## src/rtl/systolic_skew_feeder_if.sv

```systemverilog
// Operand/handshake bundle between the capture stage, the skew feeder and the PE grid.
// The slave modport is the feeder's view; master is the driver/consumer side.
interface systolic_skew_feeder_if #(
  parameter int unsigned N = 4,
  parameter int unsigned W = 8
);
  logic [N-1:0][N-1:0][W-1:0] i_a;
  logic [N-1:0][N-1:0][W-1:0] i_b;
  logic                       i_start;
  logic                       o_busy;
  logic                       o_clearAcc;
  logic                       o_feedValid;
  logic [N-1:0][W-1:0]        o_rowA;
  logic [N-1:0][W-1:0]        o_colB;
  logic                       o_done;

  modport slave (
    input  i_a, i_b, i_start,
    output o_busy, o_clearAcc, o_feedValid, o_rowA, o_colB, o_done
  );

  modport master (
    output i_a, i_b, i_start,
    input  o_busy, o_clearAcc, o_feedValid, o_rowA, o_colB, o_done
  );
endinterface

```

## src/rtl/systolic_skew_feeder.sv

```systemverilog
// Diagonally skewed A-row / B-column feeder for an NxN PE grid: clear, feed, drain, done.
// SKEW_FEEDER_DRAIN_EN enables the N-1 cycle zero-operand DRAIN phase before o_done.
module systolic_skew_feeder #(
  parameter int unsigned N = 4,
  parameter int unsigned W = 8
) (
  input logic                    i_clk,
  input logic                    i_arst,
  systolic_skew_feeder_if.slave  bus
);
  localparam int unsigned TW = $clog2(2 * N - 1);
  localparam int unsigned IW = (N > 1) ? $clog2(N) : 1;
  // Counter runs one step past the last feed step so that step registers before leaving FEED.
  localparam logic [TW-1:0] T_SPILL = TW'(2 * N - 1);
`ifdef SKEW_FEEDER_DRAIN_EN
  localparam logic [TW-1:0] T_DRAIN_LAST = TW'(N - 2);
`endif

  typedef logic [N-1:0][N-1:0][W-1:0] mat_t;
  typedef logic [N-1:0][W-1:0]        lane_t;
  typedef enum logic [1:0] {ST_IDLE, ST_FEED, ST_DRAIN, ST_DONE} state_t;

  state_t          state_q, state_d;
  logic [TW-1:0]   t_q, t_d;
  mat_t            a_q, a_d;
  mat_t            b_q, b_d;
  lane_t           row_q, row_d;
  lane_t           col_q, col_d;
  logic            busy_q, busy_d;
  logic            clear_q, clear_d;
  logic            valid_q, valid_d;
  logic            done_q, done_d;

  // Next state, counter, operand capture and skewed lane selection.
  always_comb begin
    state_d = state_q;
    t_d     = t_q;
    a_d     = a_q;
    b_d     = b_q;
    row_d   = '0;
    col_d   = '0;
    clear_d = 1'b0;
    valid_d = 1'b0;
    busy_d  = 1'b0;
    done_d  = 1'b0;

    case (state_q)
      ST_IDLE: begin
        if (bus.i_start) begin
          a_d     = bus.i_a;
          b_d     = bus.i_b;
          t_d     = '0;
          state_d = ST_FEED;
        end
      end
      ST_FEED: begin
        valid_d = (t_q != T_SPILL);
        clear_d = (t_q == '0);
        if (valid_d) begin
          for (int l = 0; l < int'(N); l++) begin
            if ((int'(t_q) >= l) && ((int'(t_q) - l) < int'(N))) begin
              row_d[l] = a_q[l][IW'(int'(t_q) - l)];
              col_d[l] = b_q[IW'(int'(t_q) - l)][l];
            end
          end
        end
        t_d = t_q + TW'(1);
        if (t_q == T_SPILL) begin
          t_d = '0;
`ifdef SKEW_FEEDER_DRAIN_EN
          state_d = ST_DRAIN;
`else
          state_d = ST_DONE;
`endif
        end
      end
`ifdef SKEW_FEEDER_DRAIN_EN
      ST_DRAIN: begin
        t_d = t_q + TW'(1);
        if (t_q == T_DRAIN_LAST) begin
          t_d     = '0;
          state_d = ST_DONE;
        end
      end
`endif
      ST_DONE: begin
        state_d = ST_IDLE;
      end
      default: begin
        state_d = ST_IDLE;
      end
    endcase

    busy_d = (state_d != ST_IDLE);
    done_d = (state_d == ST_DONE);
  end

  always_ff @(posedge i_clk or posedge i_arst) begin
    if (i_arst) begin
      state_q <= ST_IDLE;
      t_q     <= '0;
      a_q     <= '0;
      b_q     <= '0;
      row_q   <= '0;
      col_q   <= '0;
      busy_q  <= 1'b0;
      clear_q <= 1'b0;
      valid_q <= 1'b0;
      done_q  <= 1'b0;
    end else begin
      state_q <= state_d;
      t_q     <= t_d;
      a_q     <= a_d;
      b_q     <= b_d;
      row_q   <= row_d;
      col_q   <= col_d;
      busy_q  <= busy_d;
      clear_q <= clear_d;
      valid_q <= valid_d;
      done_q  <= done_d;
    end
  end

  assign bus.o_busy      = busy_q;
  assign bus.o_clearAcc  = clear_q;
  assign bus.o_feedValid = valid_q;
  assign bus.o_rowA      = row_q;
  assign bus.o_colB      = col_q;
  assign bus.o_done      = done_q;
endmodule

```

## src/flat_wrapper.sv

```systemverilog
// flat-port wrapper written by rule: the top's interface ports become plain ports
module systolic_skew_feeder_flat 
#(
  parameter int unsigned N = 4,
  parameter int unsigned W = 8
)
  (i_clk, i_arst, bus_i_a, bus_i_b, bus_i_start, bus_o_busy, bus_o_clearAcc, bus_o_feedValid, bus_o_rowA, bus_o_colB, bus_o_done);
  systolic_skew_feeder_if #(.N(N), .W(W)) bus_i ();
  input logic i_clk;
  input logic i_arst;
  input wire logic [$bits(bus_i.i_a)-1:0] bus_i_a;
  input wire logic [$bits(bus_i.i_b)-1:0] bus_i_b;
  input wire logic [$bits(bus_i.i_start)-1:0] bus_i_start;
  output wire logic [$bits(bus_i.o_busy)-1:0] bus_o_busy;
  output wire logic [$bits(bus_i.o_clearAcc)-1:0] bus_o_clearAcc;
  output wire logic [$bits(bus_i.o_feedValid)-1:0] bus_o_feedValid;
  output wire logic [$bits(bus_i.o_rowA)-1:0] bus_o_rowA;
  output wire logic [$bits(bus_i.o_colB)-1:0] bus_o_colB;
  output wire logic [$bits(bus_i.o_done)-1:0] bus_o_done;
  assign bus_i.i_a = bus_i_a;
  assign bus_i.i_b = bus_i_b;
  assign bus_i.i_start = bus_i_start;
  assign bus_o_busy = bus_i.o_busy;
  assign bus_o_clearAcc = bus_i.o_clearAcc;
  assign bus_o_feedValid = bus_i.o_feedValid;
  assign bus_o_rowA = bus_i.o_rowA;
  assign bus_o_colB = bus_i.o_colB;
  assign bus_o_done = bus_i.o_done;
  systolic_skew_feeder #(.N(N), .W(W)) u_core (.i_clk(i_clk), .i_arst(i_arst), .bus(bus_i));
endmodule
```

## config.mk

```make
export PLATFORM = sky130hd
export DESIGN_NAME = systolic_skew_feeder_flat
export DESIGN_NICKNAME = d
export VERILOG_FILES = /design/src/rtl/systolic_skew_feeder_if.sv /design/src/rtl/systolic_skew_feeder.sv /design/src/flat_wrapper.sv
export SDC_FILE = /design/constraint.sdc
export NUM_CORES = 1
export LEC_CHECK = 0
export BUFFER_PORTS_ARGS = -buffer_cell sky130_fd_sc_hd__buf_2
export CAP_MARGIN = 20
export CELL_PAD_IN_SITES_DETAIL_PLACEMENT = 0
export CELL_PAD_IN_SITES_GLOBAL_PLACEMENT = 1
export CORE_ASPECT_RATIO = 0.75
export CORE_MARGIN = 10
export CORE_UTILIZATION = 25
export CTS_BUF_LIST = sky130_fd_sc_hd__clkbuf_4 sky130_fd_sc_hd__clkbuf_8
export DETAILED_ROUTE_END_ITERATION = 6
export PLACE_DENSITY_LB_ADDON = 0.12
export SLEW_MARGIN = 20
export SYNTH_ARGS = -nofsm -noshare
export SYNTH_HDL_FRONTEND = slang
export SYNTH_SLANG_ARGS = --single-unit
```

## constraint.sdc

```tcl
create_clock -name i_clk -period 12.3 [get_ports i_clk]
set_clock_uncertainty 0.05 [all_clocks]
set_input_delay 0.615 -clock i_clk [delete_from_list [all_inputs] [get_ports i_clk]]
set_output_delay 0.615 -clock i_clk [all_outputs]
set_load 0.005 [all_outputs]
```

==> results of run 1 <==
-- worst min-delay path by stage --
stage	start	endpoint	slack, ns	depth (start not counted)
6_report	i_arst	u_core.a_q[108]$_DFFE_PP0P_	0.08	2
3_5_place_dp	u_core.b_q[108]$_DFFE_PP0P_	u_core.b_q[108]$_DFFE_PP0P_	0.44	1
4_1_cts	bus_i_b[62]	u_core.b_q[62]$_DFFE_PP0P_	0.08	2
2_1_floorplan	u_core.a_q[40]$_DFFE_PP0P_	u_core.a_q[40]$_DFFE_PP0P_	0.43	1
3_3_place_gp	u_core.b_q[89]$_DFFE_PP0P_	u_core.b_q[89]$_DFFE_PP0P_	0.43	1
5_1_grt	bus_i_a[110]	u_core.a_q[110]$_DFFE_PP0P_	0.1	2
-- cells in the final DEF (no fill, tap or decap), drive strengths merged --
cell and n:
and2 18, and3 33, buf 341, bufinv 1, clkbuf 95, clkinv 6, clkinvlp 1, dfrtp 329
diode 4, ha 6, inv 5, mux2 256, mux2i 32, mux4 48, nand2 3, nand2b 1
nor2 3, nor2b 18, nor3 1, nor3b 2, o21ai 3, o221ai 1, o22ai 16, or2 1
xor2 1
-- state kept, by name, indices dropped and copies added, names as in the netlist --
signal	cells
u_core.a_q	128
u_core.b_q	128
u_core.bus.o_colB	32
u_core.bus.o_rowA	32
u_core.t_q	3
u_core.state_q	2
u_core.bus.o_busy	1
u_core.bus.o_clearAcc	1
u_core.bus.o_done	1
u_core.bus.o_feedValid	1
-- where the power goes --
group	total, uW	internal [uW]	switching [uW]
clock network	1060	604	458
logic	1690	993	697
registers	1880	1600	275
total	4630	3200	1430
-- cell type report --
type | count | area, um^2
fill | 5508 | 37210
sequential | 329 | 8237
multi-input combinational | 443 | 5010
timing repair buffer | 341 | 1744
clock buffer | 95 | 1145
tap | 722 | 903.4
clock inverter | 8 | 67.56
inverter | 5 | 26.28
antenna | 4 | 10.01
-- metrics by stage --
step | util (%) | std cells | hold slack [ns] | cell area (um^2) | setup WS [ns]
2_1_floorplan | - | 832 | 0.4251 | 13690 | 2.524
3_3_place_gp | 29.29 | 1840 | 0.4332 | 15920 | 8.288
3_5_place_dp | 29.29 | 1840 | 0.4415 | 15920 | 8.330
4_1_cts | 31.52 | 1943 | 0.07990 | 17130 | 8.513
5_1_grt | 31.52 | 1943 | 0.09669 | 17130 | 8.295
6_report | 31.54 | 1947 | 0.07746 | 17140 | 8.597
-- worst max-delay path: stages, from the launching register on --
cell and delay (ns):
dfrtp_1 0.47, nor3b_4 0.21, buf_4 0.67, buf_4 0.85
buf_4 0.76, mux2_2 0.41
-- routing by layer --
layer  vias up  track usage, %  part of all wire (%)
li1       3729               -                     -
met1      4208           15.10                    44
met2       206           19.31                    47
met3        74           4.373                   7.0
met4        16           3.105                   1.7
met5         -               0                  0.28
-- logic make-up after synthesis --
logic type               Yosys count
buffers and inverters             60
AND/OR/NAND/NOR                   80
multiplexers                     336
AO/OA/AOI/OAI                     20
XOR/XNOR                           1
flip-flops                       329
adder cells (fa/ha/maj)            6
==> impl_metrics.env, run 1 <==
export IMPL_fin_nets=1443
export IMPL_initial_core_util_pct=25.19
export IMPL_rsz0062_at_grt="false"
export IMPL_num_rows=74
export IMPL_clock_latency_ns=0.62
export IMPL_fin_crit_sh_pct=30.11
export IMPL_syn_area_per_cell_um2=16.45
export IMPL_viasPerCell=4.229
export IMPL_r2r_start="u_core.state_q[1]$_DFF_PP0_"
export IMPL_power_total_uw=4628
export IMPL_drt_initial_drc_count=313
export IMPL_drv_slew=0
export IMPL_cts_made_buffers=58
export IMPL_grt_overflow=0
export IMPL_detailed_place_hpwl_mm=26.57
export IMPL_grt_pass1_wl_mm=60.38
export IMPL_clkSinkCount=329
export IMPL_drc=0
export IMPL_cts_tree="yes"
export IMPL_ys_async_sr_fraction_pct=100.0
export IMPL_first_pass_iters=4
export IMPL_maxSlewHeadroom_pct=33.93
export IMPL_critPathCapture="u_core.a_q[35]$_DFFE_PP0P_"
export IMPL_setup_viol=0
export IMPL_cp_required_ns=12.75
export IMPL_min_path_type="in2async"
export IMPL_cts_clk_slew_worst_paths_ns=0.06
export IMPL_r2r_end="u_core.a_q[35]$_DFFE_PP0P_"
export IMPL_ir_drop_mv=0.1483
export IMPL_antenna_found_initial=12
export IMPL_synth_mux_area_share_pct=31.30
export IMPL_drt_total_wl_mm=39.52
export IMPL_vias=8233
export IMPL_finalSetupTns_ns=0
export IMPL_ys_types=24
export IMPL_io_pins=327
export IMPL_port_buffers=326
export IMPL_syn_area_mm2=0.01369
export IMPL_ys_seq_area_share_pct=60.14
export IMPL_outcome="complete, no violations"
export IMPL_ys_ff_latch=329
export IMPL_ant_nets=0
export IMPL_syn_inst=832
export IMPL_clock_fmax_ghz=0.2700
export IMPL_crit_arrival_ns=4.15
export IMPL_grt_total_usage_pct=12.03
export IMPL_yosys_area_share_simple_pct=3.674
export IMPL_clk_path_buf_depth=3
export IMPL_cts_resized=0
export IMPL_start_kind="flop"
export IMPL_crit_fanout=72
export IMPL_die_area_mm2=0.06461
export IMPL_synth_xor_area_share_pct=0.06398
export IMPL_cap_violations=0
export IMPL_synth_most_common_cell="dfrtp_1"
export IMPL_synth_fa_ha_area_share_pct=0.5484
export IMPL_powerDensity_mw_per_mm2=269.9
export IMPL_period_needed_ns=3.703
export IMPL_coreArea_mm2=0.05435
export IMPL_path_class="reg2reg"
export IMPL_holdBufCountCts=0
export IMPL_postCtsSetupBuffers=0
export IMPL_p_leak_uw=0.007971
export IMPL_drive_above_1_share_pct=61.83
export IMPL_hold_violations=0
export IMPL_synthFlopType="dfrtp_1"
export IMPL_end_kind="flop"
export IMPL_die_h_um=222.7
export IMPL_reg2reg_depth=5
export IMPL_synth_top_area_share_pct=60.14
export IMPL_synth_edf_count=0
export IMPL_grt_max_degree=126
export IMPL_synth_top_family_by_area="multiplexers"
export IMPL_ys_warn_count=0
export IMPL_root_buffer="clkbuf_8"
export IMPL_yosysTopAreaCell="dfrtp_1"
export IMPL_die_w_um=290.2
export IMPL_ff2ff_setup_slack_ns=8.60
export IMPL_synth_area_leaders="dfrtp_1 60%, mux2_2 21%, mux4_2 7.9%"
export IMPL_tightest_slew_ns=0.9911
export IMPL_crit_start="u_core.state_q[1]$_DFF_PP0_"
export IMPL_synth_compound_area_share_pct=0.9506
export IMPL_synth_common_cells="329 x dfrtp_1, 256 x mux2_2, 48 x mux4_2, 33 x and3_1, 32 x mux2i_1"
export IMPL_syn_to_final_growth_pct=25.23
export IMPL_wl_per_cell_um=20.30
export IMPL_synth_nets=1097
export IMPL_gp_congestion=0.6806
export IMPL_grt_pass1_vias=9355
export IMPL_ctsHtreeMaxLevel=2
Note: power is estimated with default switching activity, not from simulation.
==> inputs of run 2 (changes only) <==
--- a/config.mk
+++ b/config.mk
@@ -5,6 +5,7 @@
 export SDC_FILE = /design/constraint.sdc
 export NUM_CORES = 1
 export LEC_CHECK = 0
+export ABC_AREA = 1
 export BUFFER_PORTS_ARGS = -buffer_cell sky130_fd_sc_hd__buf_2
 export CAP_MARGIN = 20
 export CELL_PAD_IN_SITES_DETAIL_PLACEMENT = 0
==> constraint.sdc (replaced) <==
create_clock -name i_clk -period 3.2 [get_ports i_clk]
set_clock_uncertainty 0.05 [all_clocks]
set_input_delay 0.16 -clock i_clk [delete_from_list [all_inputs] [get_ports i_clk]]
set_output_delay 0.16 -clock i_clk [all_outputs]
set_load 0.005 [all_outputs]
==> impl_metrics.env, run 2 <==
export IMPL_viasPerCell=4.164
export IMPL_syn_to_final_growth_pct=43.60
export IMPL_grtUsageMet1_pct=20.29
export IMPL_fin_nets=2565
export IMPL_reg2reg_depth=6
export IMPL_grt_pass1_vias=14400
export IMPL_power_internal_uw=11340
export IMPL_drive_above_1_share_pct=23.62
export IMPL_yosys_area_share_simple_pct=20.66
export IMPL_grt_busiest_layer="met2"
export IMPL_gp_congestion=0.7579
export IMPL_vias=13020
export IMPL_start_kind="flop"
export IMPL_powerDensity_mw_per_mm2=897.3
export IMPL_grt_overflow=0
export IMPL_initial_core_util_pct=25.31
export IMPL_grt_util_met2_pct=24.62
export IMPL_worst_hold_slack_ns=0.09711
export IMPL_ys_ff_latch=329
export IMPL_r2r_end="u_core.bus.o_rowA[13]$_DFF_PP0_"
export IMPL_hold_violations=0
export IMPL_synth_fa_ha_area_share_pct=0.5148
export IMPL_grt_total_usage_pct=15.21
export IMPL_cap_violations=0
export IMPL_reg_top3="u_core.a_q (128), u_core.b_q (128)"
export IMPL_ff2ff_setup_slack_ns=0.87
export IMPL_detailed_place_hpwl_mm=35.80
export IMPL_ant_nets=0
export IMPL_combPwrFrac_pct=41.6
export IMPL_cts_made_buffers=57
export IMPL_final_cell_mix="328 x dfrtp_1, 326 x buf_2, 323 x nand2_1"
export IMPL_power_switching_uw=7454
export IMPL_crit_chain="buf_4 > ha_1 > nand2_1 > nand2_1 > nand3_2 > nor2_1"
export IMPL_critPathTopFamily="simple AND/OR/NAND/NOR gates"
export IMPL_io_pins=327
export IMPL_grtUsageMet3_pct=3.270
export IMPL_grt_max_degree=94
export IMPL_crit_arrival_ns=2.83
export IMPL_syn_inst=1732
export IMPL_ctsHtreeMaxLevel=2
export IMPL_critPathMaxStageDelay_ns=0.70
export IMPL_layout_commonest_cell="dfrtp_1"
export IMPL_drc=0
export IMPL_power_frac_seq_pct=35.1
export IMPL_yosysTopAreaCell="dfrtp_1"
export IMPL_synth_most_common_cell="dfrtp_1"
export IMPL_synth_common_cells="329 x dfrtp_1, 323 x nand2_1, 273 x nor2_1, 254 x inv_1, 205 x a21oi_1"
export IMPL_fin_crit_sh_pct=72.92
export IMPL_p_leak_uw=0.01089
export IMPL_period_needed_ns=2.333
export IMPL_root_buffer="clkbuf_8"
export IMPL_r2r_start="u_core.t_q[0]$_DFFE_PP0P_"
export IMPL_clk_path_buf_depth=3
export IMPL_clock_fmax_ghz=0.4286
export IMPL_cp_required_ns=3.70
export IMPL_syn_area_mm2=0.01458
export IMPL_rsz0062_at_grt="false"
export IMPL_synthFlopType="dfrtp_1"
export IMPL_ys_types=23
export IMPL_layout_setup_ws_ns=0.8666
export IMPL_maxSlewHeadroom_pct=28.57
export IMPL_p_clk_share_pct=23.3
export IMPL_synth_top_family_by_area="simple AND/OR/NAND/NOR gates"
export IMPL_hp_start="bus_i_start"
export IMPL_clkSinkCount=329
export IMPL_synth_compound_area_share_pct=11.89
export IMPL_syn_area_per_cell_um2=8.420
export IMPL_critical_path_most_common_cell="nand2_1"
export IMPL_ys_seq_area_share_pct=56.46
export IMPL_clock_latency_ns=0.64
export IMPL_min_path_type="in2reg"
export IMPL_ir_drop_mv=0.4310
export IMPL_end_kind="flop"
export IMPL_die_h_um=229.2
export IMPL_grt_pass1_wl_mm=82.93
export IMPL_die_w_um=298.9
export IMPL_port_buffers=326
export IMPL_swShare_pct=39.67
export IMPL_num_rows=76
export IMPL_synth_area_leaders="dfrtp_1 56%, nand2_1 8.3%, a21oi_1 7.0%"
export IMPL_crit_fanout=87
export IMPL_synth_mux_area_share_pct=0
export IMPL_outcome="complete, no violations"
export IMPL_synth_xor_area_share_pct=0.06006
export IMPL_path_buf_inv=1
export IMPL_ys_async_sr_fraction_pct=100.0
export IMPL_tightest_slew_ns=1.070
export IMPL_setup_viol=0
export IMPL_cpMaxStageDelayCell="buf_4"
export IMPL_die_area_mm2=0.06849
export IMPL_first_pass_iters=4
export IMPL_holdPathEnd="u_core.b_q[54]$_DFFE_PP0P_"
export IMPL_cts_clk_slew_worst_paths_ns=0.06
export IMPL_dp_slack_ns=0.7675
export IMPL_coreArea_mm2=0.05763
export IMPL_synth_edf_count=0
export IMPL_crit_cells=6
export IMPL_drt_total_wl_mm=52.35
export IMPL_synth_nets=1997
export IMPL_drv_slew=0
export IMPL_antenna_found_initial=6
export IMPL_cts_tree="yes"
export IMPL_ys_warn_count=0
export IMPL_worstHoldPathCells=4
export IMPL_cts_resized=0
export IMPL_path_class="reg2reg"
export IMPL_drt_initial_drc_count=565
export IMPL_wl_per_cell_um=16.73
export IMPL_synth_top_area_share_pct=56.46
[run 2: worst max path at each step]
stage                               from                         endpoint  slack [ns]
2_1_floorplan                     i_arst        u_core.a_q[0]$_DFFE_PP0P_       -1.40
3_3_place_gp   u_core.t_q[0]$_DFFE_PP0P_  u_core.bus.o_rowA[14]$_DFF_PP0_        0.81
3_5_place_dp   u_core.t_q[0]$_DFFE_PP0P_  u_core.bus.o_rowA[12]$_DFF_PP0_        0.77
4_1_cts        u_core.t_q[0]$_DFFE_PP0P_  u_core.bus.o_rowA[12]$_DFF_PP0_        0.73
5_1_grt        u_core.t_q[0]$_DFFE_PP0P_  u_core.bus.o_rowA[11]$_DFF_PP0_        0.57
6_report       u_core.t_q[0]$_DFFE_PP0P_  u_core.bus.o_rowA[13]$_DFF_PP0_        0.87
[run 2: area by class of cell]
| class | instances | area, um^2 |
|---|---|---|
| Multi-Input combinational cell | 1042 | 4845 |
| Sequential cell | 329 | 8237 |
| Antenna cell | 3 | 7.507 |
| Inverter | 257 | 970.9 |
| Clock inverter | 3 | 42.54 |
| Timing Repair Buffer | 613 | 4579 |
| Fill cell | 6077 | 36680 |
| Tap cell | 780 | 975.9 |
| Clock buffer | 101 | 1284 |
[run 2: repair_timing]
action                                 in CTS  in global routing
hold buffers                              257                  0
setup buffers                               0                  0
endpoints found under the hold margin     293                  0
[run 2: cell families (layout without fill, tap and decap cells)]
family,Yosys count,after routing
and+or+nand+nor,745,745
AOI/OAI and AO/OA,290,290
buffers and inverters,361,974
DFF,329,329
other,0,3
adders and majority gates,6,6
xor gates and xnor gates,1,1
[run 2: power groups by stage]
stage | registers, uW | logic (uW) | clock network, uW
3_3_place_gp | 6680 | 7660 | 0
4_1_cts | 6610 | 8060 | 4580
2_1_floorplan | 6550 | 5320 | 0
3_5_place_dp | 6670 | 7800 | 0
5_1_grt | 6770 | 9000 | 4750
6_report | 6590 | 7810 | 4390
[run 2: stage by stage]
step | total power [uW] | TNS [ns] | cell area, um^2 | utilization [%] | std cells
floorplan | 11870 | -461.48 | 14590 | - | 1732
global placement | 14340 | 0 | 17040 | 29.56 | 2764
detailed placement | 14470 | 0 | 17040 | 29.56 | 2764
CTS | 19250 | 0 | 20930 | 36.33 | 3125
global route | 20520 | 0 | 20940 | 36.33 | 3126
finish | 18790 | 0 | 20940 | 36.34 | 3128
[run 2: metal layers]
metal | wire [um] | vias up
li1 | - | 6470
met1 | 25050 | 6209
met2 | 23900 | 258
met3 | 2276 | 83
met4 | 1099 | 4
met5 | 21 | -
[run 2: tightest hold or removal path, cell delays in order]
cell and delay (ns):
buf_2 0.16, buf_4 0.25, nand3_1 0.12, nand2_1 0.05
==> inputs of run 3 (changes only) <==
--- a/config.mk
+++ b/config.mk
@@ -5,7 +5,7 @@
 export SDC_FILE = /design/constraint.sdc
 export NUM_CORES = 1
 export LEC_CHECK = 0
-export ABC_AREA = 1
+export ABC_AREA = 0
 export BUFFER_PORTS_ARGS = -buffer_cell sky130_fd_sc_hd__buf_2
 export CAP_MARGIN = 20
 export CELL_PAD_IN_SITES_DETAIL_PLACEMENT = 0
==> constraint.sdc (replaced) <==
create_clock -name i_clk -period 2.05 [get_ports i_clk]
set_clock_uncertainty 0.05 [all_clocks]
set_input_delay 0.1025 -clock i_clk [delete_from_list [all_inputs] [get_ports i_clk]]
set_output_delay 0.1025 -clock i_clk [all_outputs]
set_load 0.005 [all_outputs]
==> impl_metrics.env, run 3 (synthesis gave the netlist of run 1 again) <==
export IMPL_clk_path_buf_depth=3
export IMPL_ant_nets=0
export IMPL_tightest_slew_ns=0.4875
export IMPL_path_class="reg2reg"
export IMPL_ctsHtreeMaxLevel=2
export IMPL_drc=0
export IMPL_drive_above_1_share_pct=51.74
export IMPL_vias=9288
export IMPL_coreArea_mm2=0.05435
export IMPL_reg_top3="u_core.a_q (128), u_core.b_q (128)"
export IMPL_setup_viol=0
export IMPL_postCtsSetupBuffers=0
export IMPL_initial_core_util_pct=25.19
export IMPL_io_pins=327
export IMPL_drt_initial_drc_count=234
export IMPL_layout_commonest_cell="dfrtp_1"
export IMPL_num_rows=74
export IMPL_outcome="complete, no violations"
export IMPL_worst_hold_slack_ns=0.1723
export IMPL_detailed_place_hpwl_mm=28.89
export IMPL_grt_pass1_vias=10790
export IMPL_grt_max_degree=62
export IMPL_rsz0062_at_grt="false"
export IMPL_end_kind="flop"
export IMPL_critPathMaxStageDelay_ns=0.54
export IMPL_cpMaxStageDelayCell="dfrtp_4"
export IMPL_fin_crit_sh_pct=93.68
export IMPL_r2r_end="u_core.bus.o_rowA[31]$_DFF_PP0_"
export IMPL_antenna_found_initial=4
export IMPL_die_h_um=222.7
export IMPL_root_buffer="clkbuf_8"
export IMPL_clock_fmax_ghz=0.5207
export IMPL_hp_start="bus_i_b[73]"
export IMPL_cts_tree="yes"
export IMPL_ir_drop_mv=0.8178
export IMPL_clkSinkCount=329
export IMPL_cts_clk_slew_worst_paths_ns=0.07
export IMPL_crit_fanout=46
export IMPL_cts_made_buffers=57
export IMPL_r2r_start="u_core.t_q[0]$_DFFE_PP0P_"
export IMPL_gp_congestion=0.7006
export IMPL_hold_violations=0
export IMPL_ff2ff_setup_slack_ns=0.13
export IMPL_grt_pass1_wl_mm=65.78
export IMPL_clock_latency_ns=0.64
export IMPL_critical_path_most_common_cell="ha_1"
export IMPL_die_area_mm2=0.06461
export IMPL_cp_required_ns=2.54
export IMPL_final_cell_mix="328 x dfrtp_1, 326 x buf_2, 258 x dlygate4sd3_1"
export IMPL_syn_to_final_growth_pct=46.85
export IMPL_cap_violations=0
export IMPL_wl_per_cell_um=19.01
export IMPL_die_w_um=290.2
export IMPL_crit_arrival_ns=2.41
export IMPL_period_needed_ns=1.920
export IMPL_worstHoldPathCells=3
export IMPL_grt_total_usage_pct=13.01
export IMPL_finalSetupTns_ns=0
export IMPL_min_path_type="in2reg"
export IMPL_first_pass_iters=4
export IMPL_fillers=5283
export IMPL_port_buffers=326
export IMPL_reg2reg_depth=5
export IMPL_drt_total_wl_mm=42.20
export IMPL_maxSlewHeadroom_pct=67.50
export IMPL_crit_chain="ha_1 > ha_1 > nor3b_4 > buf_12 > and3_1"
export IMPL_grt_overflow=0
export IMPL_cts_resized=0
export IMPL_holdPathEnd="u_core.b_q[73]$_DFFE_PP0P_"
export IMPL_drv_slew=0
export IMPL_start_kind="flop"
export IMPL_viasPerCell=4.184
export IMPL_powerDensity_mw_per_mm2=1435
export IMPL_fin_nets=1723
export IMPL_p_leak_uw=0.009206
## run 3: cell types whose count changed in the layout (fill, tap and decap cells not counted), sizes merged, moves of 11 or more
cell | previous run | this run
and3 | 0 | 33
and2 | 0 | 18
nand2 | 326 | 3
mux2 | 0 | 256
inv | 256 | 4
clkbuf | 101 | 90
a21oi | 280 | 0
nor2 | 276 | 3
mux4 | 0 | 48
nor2b | 0 | 18
mux2i | 0 | 32
nand3 | 137 | 0
o22ai | 1 | 16
## run 3: worst max-delay path by stage
stage / startpoint / end / slack [ns] / cells after the start
3_5_place_dp: u_core.t_q[0]$_DFFE_PP0P_ / u_core.bus.o_colB[25]$_DFF_PP0_ / 0.12 / 5
6_report: u_core.t_q[0]$_DFFE_PP0P_ / u_core.bus.o_rowA[31]$_DFF_PP0_ / 0.13 / 5
2_1_floorplan: i_arst / u_core.a_q[0]$_DFFE_PP0P_ / -2.50 / 1
5_1_grt: u_core.t_q[0]$_DFFE_PP0P_ / u_core.bus.o_rowA[15]$_DFF_PP0_ / 0.01 / 6
4_1_cts: u_core.t_q[0]$_DFFE_PP0P_ / u_core.bus.o_colB[25]$_DFF_PP0_ / 0.08 / 5
3_3_place_gp: u_core.t_q[0]$_DFFE_PP0P_ / u_core.bus.o_rowA[23]$_DFF_PP0_ / 0.13 / 5
## run 3: final cells by class
type / instances / area [um^2] / share of cell area (%)
clock inverters: 7 / 62.56 / 0.3112
clock buffers: 90 / 1114 / 5.539
multi-input cells: 443 / 5027 / 25.01
flip-flops and latches: 329 / 8237 / 40.97
well taps: 722 / 903.4 / 4.494
diodes: 2 / 5.005 / 0.02490
repair buffers: 622 / 4725 / 23.50
inverters: 5 / 30.03 / 0.1494
## run 3: report_power, final
| part | internal, uW | total (uW) | switching [uW] |
|---|---|---|---|
| combinational | 6790 | 11500 | 4670 |
| sequential | 9620 | 11100 | 1490 |
| clock | 3530 | 6270 | 2740 |
## run 3: repair_timing
| action | CTS | global route |
|---|---|---|
| endpoints found under the hold margin | 573 | 0 |
| setup endpoints to repair | 0 | 0 |
| hold buffers | 258 | 0 |
## run 3: metrics by stage
step,utilization (%),setup slack [ns],area [um^2],cells,power [uW]
3_5_place_dp,30.06,0.1162,16340,1863,22650
4_1_cts,36.98,0.08470,20100,2218,29570
6_report,36.99,0.1296,20100,2220,28840
5_1_grt,36.98,0.01378,20100,2219,31030
2_1_floorplan,-,-2.495,13760,832,19210
3_3_place_gp,30.06,0.1343,16340,1863,22460
## run 3: metal layers
| metal | share of wire [%] | routed length [um] | global-route usage, % | vias to the layer above |
|---|---|---|---|---|
| li1 | - | - | - | 4294 |
| met1 | 44 | 18680 | 16.53 | 4698 |
| met2 | 48 | 20140 | 21.18 | 227 |
| met3 | 6.3 | 2662 | 4.095 | 65 |
| met4 | 1.7 | 697 | 3.255 | 4 |
| met5 | 0.050 | 21 | 0 | - |
## run 3: worst max-delay path: cells and delay by family (launching register included)
family                   cells  cell delay (ns)
AND/OR/NAND/NOR              2             0.49
adder cells (fa/ha/maj)      2             0.45
flip-flops                   1             0.54
buffers and inverters        1             0.29
